===== src/rtl/draw_pkg.sv =====
// Shared types and default dimensions for the cube-demo draw sequencer.
package draw_pkg;

    // Sequencer phases, in the order a redraw walks through them.
    typedef enum logic [2:0] {
        ST_IDLE  = 3'd0,
        ST_CLEAR = 3'd1,
        ST_LOAD  = 3'd2,
        ST_START = 3'd3,
        ST_DRAW  = 3'd4,
        ST_DONE  = 3'd5
    } draw_state_t;

    // Default framebuffer geometry and pixel colour width.
    localparam int DRAW_FB_WIDTH  = 32;
    localparam int DRAW_FB_HEIGHT = 32;
    localparam int DRAW_COLORW    = 3;

endpackage


===== src/rtl/draw_sequencer_clear_scanner.sv =====
// Raster x/y counter that walks every framebuffer pixel once during the clear pass.
module clear_scanner
    import draw_pkg::*;
#(
    parameter int FB_WIDTH  = DRAW_FB_WIDTH,
    parameter int FB_HEIGHT = DRAW_FB_HEIGHT,
    parameter int XY_BITW   = 11
) (
    input  logic               i_clk,
    input  logic               i_rst,
    input  logic               i_en,
    input  logic               i_restart,
    output logic [XY_BITW-1:0] o_cx,
    output logic [XY_BITW-1:0] o_cy,
    output logic               o_last
);

    logic [XY_BITW-1:0] r_cx;
    logic [XY_BITW-1:0] r_cy;
    logic               w_x_end;
    logic               w_y_end;

    assign w_x_end = (r_cx == XY_BITW'(FB_WIDTH - 1));
    assign w_y_end = (r_cy == XY_BITW'(FB_HEIGHT - 1));

    // Advance x every enabled cycle; x wraps into a y step at the end of a row.
    always_ff @(posedge i_clk) begin
        // NOTE: flops use non-blocking assignments so every register samples
        // pre-edge values regardless of statement order.
        if (!i_rst || i_restart) begin
            r_cx <= '0;
            r_cy <= '0;
        end else if (i_en) begin
            if (w_x_end) begin
                r_cx <= '0;
                r_cy <= w_y_end ? '0 : r_cy + 1'b1;
            end else begin
                r_cx <= r_cx + 1'b1;
            end
        end
    end

    assign o_cx   = r_cx;
    assign o_cy   = r_cy;
    assign o_last = w_x_end && w_y_end;

endmodule


===== src/rtl/draw_sequencer.sv =====
// Frame-synchronised controller: clears the framebuffer, sequences every cube
// line through the line drawer, then hands the address bus to scan-out.
module draw_sequencer
    import draw_pkg::*;
#(
    parameter int XY_BITW      = 11,
    parameter int LINEW        = 4,
    parameter int LINE_CNT     = 12,
    parameter int COLORW       = DRAW_COLORW,
    parameter int FB_WIDTH     = DRAW_FB_WIDTH,
    parameter int FB_HEIGHT    = DRAW_FB_HEIGHT,
    parameter int CLEAR_COLOR  = 0,
    parameter int GC_LAT       = 1,
    parameter int DRAW_TIMEOUT = 4096
) (
    input  logic               i_clk,
    input  logic               i_rst,
    input  logic               i_frame,
    input  logic               i_redraw,
    input  logic [XY_BITW-1:0] i_sx,
    input  logic [XY_BITW-1:0] i_sy,
    input  logic [COLORW-1:0]  i_cube_color,
    output logic [LINEW-1:0]   o_line_id,
    output logic               o_dl_start,
    output logic               o_dl_oe,
    input  logic [XY_BITW-1:0] i_dl_x,
    input  logic [XY_BITW-1:0] i_dl_y,
    input  logic               i_dl_drawing,
    input  logic               i_dl_done,
    output logic               o_fb_we,
    output logic [XY_BITW-1:0] o_fb_x,
    output logic [XY_BITW-1:0] o_fb_y,
    output logic [COLORW-1:0]  o_fb_color,
    output logic               o_busy,
    output logic               o_done,
    output logic               o_err
);

    localparam int TO_W  = (DRAW_TIMEOUT > 1) ? $clog2(DRAW_TIMEOUT) : 1;
    localparam int LAT_W = $clog2(GC_LAT + 1);

    draw_state_t        r_state;
    logic [LINEW-1:0]   r_line_id;
    logic [TO_W-1:0]    r_to_cnt;
    logic [LAT_W-1:0]   r_lat_cnt;
    logic               r_pending;
    logic               r_err;

    logic [XY_BITW-1:0] w_cx;
    logic [XY_BITW-1:0] w_cy;
    logic               w_last;
    logic               w_scan_en;
    logic               w_scan_restart;
    logic               w_timeout;
    logic               w_last_line;

    assign w_scan_en      = (r_state == ST_CLEAR);
    assign w_scan_restart = (r_state == ST_IDLE) && i_frame;
    assign w_timeout      = (r_to_cnt == TO_W'(DRAW_TIMEOUT - 1));
    assign w_last_line    = (r_line_id == LINEW'(LINE_CNT - 1));

    clear_scanner #(
        .FB_WIDTH  (FB_WIDTH),
        .FB_HEIGHT (FB_HEIGHT),
        .XY_BITW   (XY_BITW)
    ) u_clear_scanner (
        .i_clk     (i_clk),
        .i_rst     (i_rst),
        .i_en      (w_scan_en),
        .i_restart (w_scan_restart),
        .o_cx      (w_cx),
        .o_cy      (w_cy),
        .o_last    (w_last)
    );

    // Sequencer FSM with its line index, settle/timeout counters and sticky flags.
    always_ff @(posedge i_clk) begin
        if (!i_rst) begin
            r_state   <= ST_IDLE;
            r_line_id <= '0;
            r_to_cnt  <= '0;
            r_lat_cnt <= '0;
            r_pending <= 1'b0;
            r_err     <= 1'b0;
        end else begin
            // A redraw request is remembered from any state; DONE consumes it.
            if (i_redraw) begin
                r_pending <= 1'b1;
            end

            case (r_state)
                ST_IDLE: begin
                    if (i_frame) begin
                        r_state <= ST_CLEAR;
                    end
                end

                ST_CLEAR: begin
                    if (w_last) begin
                        r_line_id <= '0;
                        r_lat_cnt <= '0;
                        r_state   <= ST_LOAD;
                    end
                end

                // Give the line generator GC_LAT cycles to settle on line_id.
                ST_LOAD: begin
                    if (r_lat_cnt == LAT_W'(GC_LAT - 1)) begin
                        r_state <= ST_START;
                    end else begin
                        r_lat_cnt <= r_lat_cnt + 1'b1;
                    end
                end

                ST_START: begin
                    r_to_cnt <= '0;
                    r_state  <= ST_DRAW;
                end

                // A timeout is treated exactly like completion, plus a sticky error.
                ST_DRAW: begin
                    if (i_dl_done || w_timeout) begin
                        if (!i_dl_done) begin
                            r_err <= 1'b1;
                        end
                        if (w_last_line) begin
                            r_state <= ST_DONE;
                        end else begin
                            r_line_id <= r_line_id + 1'b1;
                            r_lat_cnt <= '0;
                            r_state   <= ST_LOAD;
                        end
                    end else begin
                        r_to_cnt <= r_to_cnt + 1'b1;
                    end
                end

                ST_DONE: begin
                    if (r_pending) begin
                        r_pending <= 1'b0;
                        r_line_id <= '0;
                        r_state   <= ST_IDLE;
                    end
                end

                default: begin
                    r_state <= ST_IDLE;
                end
            endcase
        end
    end

    // Framebuffer port mux and status decode, combinational from state and inputs.
    always_comb begin
        // NOTE: every output gets a default first so no path leaves one
        // unassigned and infers a latch.
        o_fb_we    = 1'b0;
        o_fb_x     = '0;
        o_fb_y     = '0;
        o_fb_color = '0;
        o_dl_start = 1'b0;
        o_dl_oe    = (r_state != ST_DONE);
        o_busy     = 1'b0;
        o_done     = 1'b0;

        case (r_state)
            ST_CLEAR: begin
                o_fb_we    = 1'b1;
                o_fb_x     = w_cx;
                o_fb_y     = w_cy;
                o_fb_color = COLORW'(CLEAR_COLOR);
                o_busy     = 1'b1;
            end
            ST_LOAD: begin
                o_busy = 1'b1;
            end
            ST_START: begin
                o_dl_start = 1'b1;
                o_busy     = 1'b1;
            end
            ST_DRAW: begin
                o_fb_we    = i_dl_drawing;
                o_fb_x     = i_dl_x;
                o_fb_y     = i_dl_y;
                o_fb_color = i_cube_color;
                o_busy     = 1'b1;
            end
            ST_DONE: begin
                o_fb_x = i_sx;
                o_fb_y = i_sy;
                o_done = 1'b1;
            end
            default: begin
            end
        endcase
    end

    assign o_line_id = r_line_id;
    assign o_err     = r_err;

endmodule


===== config.mk =====
export PLATFORM = sky130hd
export DESIGN_NAME = draw_sequencer
export DESIGN_NICKNAME = d
export VERILOG_FILES = /design/src/rtl/draw_pkg.sv /design/src/rtl/draw_sequencer_clear_scanner.sv /design/src/rtl/draw_sequencer.sv
export SDC_FILE = /design/constraint.sdc
export NUM_CORES = 1
export LEC_CHECK = 0
export BUFFER_PORTS_ARGS = -buffer_cell sky130_fd_sc_hd__buf_4
export CORE_MARGIN = 4
export CORE_UTILIZATION = 29
export DETAILED_ROUTE_END_ITERATION = 7
export PLACE_DENSITY_LB_ADDON = 0.05
export RECOVER_POWER = 100
export SLEW_MARGIN = 40
export SYNTH_ARGS = -nofsm -noshare
export SYNTH_HDL_FRONTEND = slang
export SYNTH_SLANG_ARGS = --single-unit
export TNS_END_PERCENT = 5

===== constraint.sdc =====
create_clock -name i_clk -period 3 [get_ports i_clk]
set_clock_uncertainty 0.05 [all_clocks]
set_input_delay 0.45 -clock i_clk [delete_from_list [all_inputs] [get_ports i_clk]]
set_output_delay 0.45 -clock i_clk [all_outputs]
set_load 0.02 [all_outputs]

# --- Yosys cells after proc, flatten, opt, wreduce, memory -nomap -nowiden ---
# Index checks and enable logic that the tools add are counted.
word_totals:
  regBits: 44
  wordCells: 78
classes:
  eq_ne: 17
  add_sub_neg: 5
  bitwise_logic: 1
  reduce_logical: 16
  n_mux: 31
ops:
  columns: ["operator", "n"]
  rows:
  - ["11-bit one-hot mux with 3 select lines", 2]
  - ["12-bit one-hot mux with 2 select lines", 1]
  - ["11-bit by 1-bit adder with 11-bit output, second input constant", 2]
  - ["11-bit by 5-bit == test with 1-bit output, second input constant", 2]
  - ["11-bit 2-to-1 mux", 2]
  - ["3-bit 2-to-1 mux", 7]
  - ["3-bit one-hot mux with 6 select lines", 1]
  - ["4-bit 2-to-1 mux", 4]
  - ["2-bit inequality test, second input constant", 7]
  - ["12-bit by 1-bit adder with 12-bit output, second input constant", 1]
  - ["12-bit == test, second input constant", 1]
  - ["12-bit 2-to-1 mux", 1]
  - ["4-bit one-hot mux with 3 select lines", 1]
  - ["1-bit 2-to-1 mux", 10]
  - ["5-bit AND reduction", 2]
  - ["3-bit by 2-bit == test with 1-bit output, second input constant", 2]
  - ["3-bit == test, second input constant", 2]
  - ["3-bit nonzero test", 2]
  - ["4-bit by 1-bit adder with 4-bit output, second input constant", 1]
  - ["4-bit == test, second input constant", 1]
  - ["2-bit AND reduction", 2]
  - ["4-bit AND reduction", 1]
  - ["4-bit OR reduction", 1]
  - ["3-bit by 1-bit == test with 1-bit output, second input constant", 1]
  - ["other kinds (11)", 13]

# --- Longest topological paths before layout ---
depth:
  word_depth: 4
  ltp_mapped: 7

# --- Cells and area by module ---
# From an unflattened synthesis, not the netlist that was laid out.
hier_totals:
  hier_cells: 346
  area_unflattened_um2: 2822.7
by_module_without_submodules:
  columns: ["mod", "seq_area_each_um2", "area_each_um2", "instances", "cells_each"]
  rows:
  - ["draw_sequencer", 420.4, 1744.2, 1, 220]
  - ["clear_scanner", 440.4, 1078.5, 1, 126]

# --- Worst setup path before layout ---
# No wires, ideal clock.
synth_path:
  kind: "reg-to-output"
  start: "reg r_state[2]"
  end: "out o_fb_y[0]"
  stages_incl_launch_ff: 6
  slack_ns: 1.068
  required_time_ns: 2.500
  t_arrival_ns: 1.432
  path_cell_list: "dfxtp_1 -> buf_2 -> buf_1 -> mux2_2 -> a22oi_1 -> nor2_1"
synth_via:
  elab_chain_cells: 2
  elab_cells_between_ends: 4
synth_lines:
  columns: ["element", "line_no", "text"]
  rows:
  - ["start: declaration", "draw_sequencer.sv:42", "draw_state_t r_state;"]
  - ["start signal: assignment", "draw_sequencer.sv:79", "r_state <= ST_IDLE;"]
  - ["start signal: assignment", "draw_sequencer.sv:94", "r_state <= ST_CLEAR;"]
  - ["start signal: assignment", "draw_sequencer.sv:102", "r_state <= ST_LOAD;"]
  - ["3-bit == test or 3-bit by 1-bit == test with 1-bit output (tied branches)", "draw_sequencer.sv:166", "case (r_state)"]
  - ["11-bit one-hot mux with 3 select lines *", "draw_sequencer.sv:166", null]
  - ["end: declaration", "draw_sequencer.sv:32", "output logic [XY_BITW-1:0] o_fb_y,"]
# Every way passes the cells marked *; elsewhere a longest branch is shown, timed or not.

# --- Worst setup path after layout ---
layout_path:
  start: "reg r_state[0]"
  end: "out o_fb_we"
layout_via:
  elab_chain_cells: 2
  elab_cells_between_ends: 3
layout_lines:
  columns: ["element", "line_no", "text"]
  rows:
  - ["3-bit == test or 3-bit by 1-bit == test with 1-bit output (tied branches)", "draw_sequencer.sv:166", null]
  - ["1-bit one-hot mux with 2 select lines *", "draw_sequencer.sv:166", null]
  - ["end: declaration", "draw_sequencer.sv:30", "output logic o_fb_we,"]
# Marked as above.

==> impl_metrics.yaml <==
synth:
  ys.warnings.count: 0
  synth_top_area_frac: 0.316
  synth_cell_types: 52
  synthesis.nets: 391
  ys_ff_latch: 43
  synthMostInstantiatedCell: "nor2_1"
  yosysSeqAreaShare: 0.316
  synth_edf_count: 0
  syn_inst: 334
  synthTopCellsByArea: "dfxtp_1 (32%), mux2_2 (9.1%), nor2_1 (7.7%), a22oi_1 (6.1%), xnor2_1 (5.5%)"
  syn_avg_cell_area_um2: 8.15
  synth_ff_type: "dfxtp_1"
  netlist_area_mm2: 0.00272
  synthArstFlopShare: 0
  yosys-top-cells-count: "nor2_1 (56), dfxtp_1 (43), nand2_1 (24)"
  yosysTopAreaCell: "dfxtp_1"
route:
  drtPass1Iterations: 4
  wirelength_um: 7910
  drt-initial-drc-count: 63
  vias: 2659
  drc_errors: 0
  ant_nets: 0
  avgViaCountPerCell: 5.02
  avgRoutedWirePerCell_um: 14.9
sta:
  whs_ns: 0.316
  period_needed_ns: 2.61
  final-hold-violation-count: 0
  fin_setup_tns_ns: 0
  slew_headroom: 0.484
  finalSetupViolCount: 0
  period_share: 0.870
  timing_worst_slew_pin_value_ns: 0.768
  fmax_mhz: 383
  slew_viol_final: 0
  rsz0062_at_grt: "no"
  setup_ws_ns: 0.391
clock_tree:
  cts_buffers: 5
  cts_buffer_depth: 2
  postCtsHoldBufs: 0
  cts.reportedPaths.clkPinSlew_ns: 0.09
  clkLatencyLatePin_ns: 0.30
  post_cts_resized: 0
  tritoncts: "built"
  post_cts_buffers: 0
  cts.sinks: 43
  htreeDepth: 2
  cts-root-buf: "clkbuf_8"
grt:
  antenna_found_initial: 0
  grt_pass1_vias: 2548
  grt-ovfl-total: 0
  track_usage: 0.142
  grt_pass1_wl_um: 12800
  grt_start_max_net_pins: 38
power_and_ir_drop:
  power.density_mw_per_mm2: 371
  vdd_drop_max_mv: 0.160
  p_leak_nw: 1.37
  finalPower_mw: 1.28
finish:
  fin_area_mm2: 0.00346
  postLayoutCoreUtil: 0.376
  layout-drive-gt1-share: 0.232
  fill_cells: 1012
  syn_to_final_growth_pct: 27.0
  nets: 475
  ff_latch_area_um2: 861
  multi_input_area_mm2: 0.00174
  instances_no_fill: 530
  antenna_cells: 0
floorplanning:
  dieArea_mm2: 0.0110
  die_width_um: 105
  io_pins: 88
  core_area_mm2: 0.00920
  die_h_um: 105
  initial_utilization: 0.296
  core.rowCount: 35
critical_path:
  required_ns: 2.50
  worst_setup_path_end_kind: "primary output"
  worstSetupPathType: "register to primary output"
  start_kind: "register"
  path_max_fanout: 13
  worstPathArrival_ns: 2.11
placed_design:
  port_buffers: 87
  dpl-instance-area_mm2: 0.00350
  preCtsSetupSlack_ns: 0.791
  dp.cells: 522
  hpwl_um: 5970
  globalplace.congestion: 0.760
hold_path:
  hp-class: "primary input to register"
run:
  maxCapViolCount: 0
outcome:
  status: "completed"
-- final cells by class --
type                    count  area share
clock buffers               8      0.0290
well taps                 111      0.0402
flip-flops and latches     43       0.249
inverters                   6     0.00652
repair buffers             97       0.172
multi-input cells         265       0.504
-- metal layers --
layer,global-route usage,wire length [um],up-vias
met2,0.232,3850,68
met5,0,0,-
met1,0.187,3630,1222
met3,0.0284,281,11
li1,-,-,1358
met4,0.0497,146,0
-- kinds of logic after synthesis --
kind of cell / share of synthesized area
buf+inv: 0.0423
xor+xnor: 0.0966
flops: 0.316
compound gates: 0.150
fa+ha+maj: 0.0184
mux: 0.0984
simple gates: 0.278
-- critical path: stages, from the launching register on --
cell and delay (ns):
dfxtp_1 0.45, clkbuf_1 0.47, nor2_1 0.22, and2_0 0.34, nand2_1 0.12, nand2_1 0.05
buf_4 0.15
-- registers in the layout, indices dropped and copies added (netlist names) --
signal and count:
r_state 3, o_err 1, r_pending 1, o_line_id 4, u_clear_scanner.o_cx 11, r_to_cnt 12
u_clear_scanner.o_cy 11
-- path summary, 6_finish.rpt --
kind / startpoint / end / slack (ns) / depth (start not counted)
max: r_state[0] / o_fb_we / 0.39 / 6
min: i_redraw / r_pending / 0.32 / 2
max reg2reg: r_state[2] / u_clear_scanner.o_cx[7] / 0.47 / 6
min reg2reg: o_err / o_err / 0.42 / 1
-- placed cells by master (no fill, tap or decap), types with 9 or more instances in the layout --
cell type  count
nand2_1       24
nor2_1        56
dfxtp_1       43
nand3_1       20
xnor2_1       17
buf_4         61
mux2_2        22
and3_1        10
clkbuf_1      37
xor2_1        13
a22oi_1       22
nand4_1        9
-- power breakdown --
| part | internal, mW | switching [mW] |
|---|---|---|
| Clock | 0.211 | 0.206 |
| Combinational | 0.111 | 0.157 |
| Sequential | 0.579 | 0.0184 |
No activity file was read; power rests on OpenSTA's default activity.
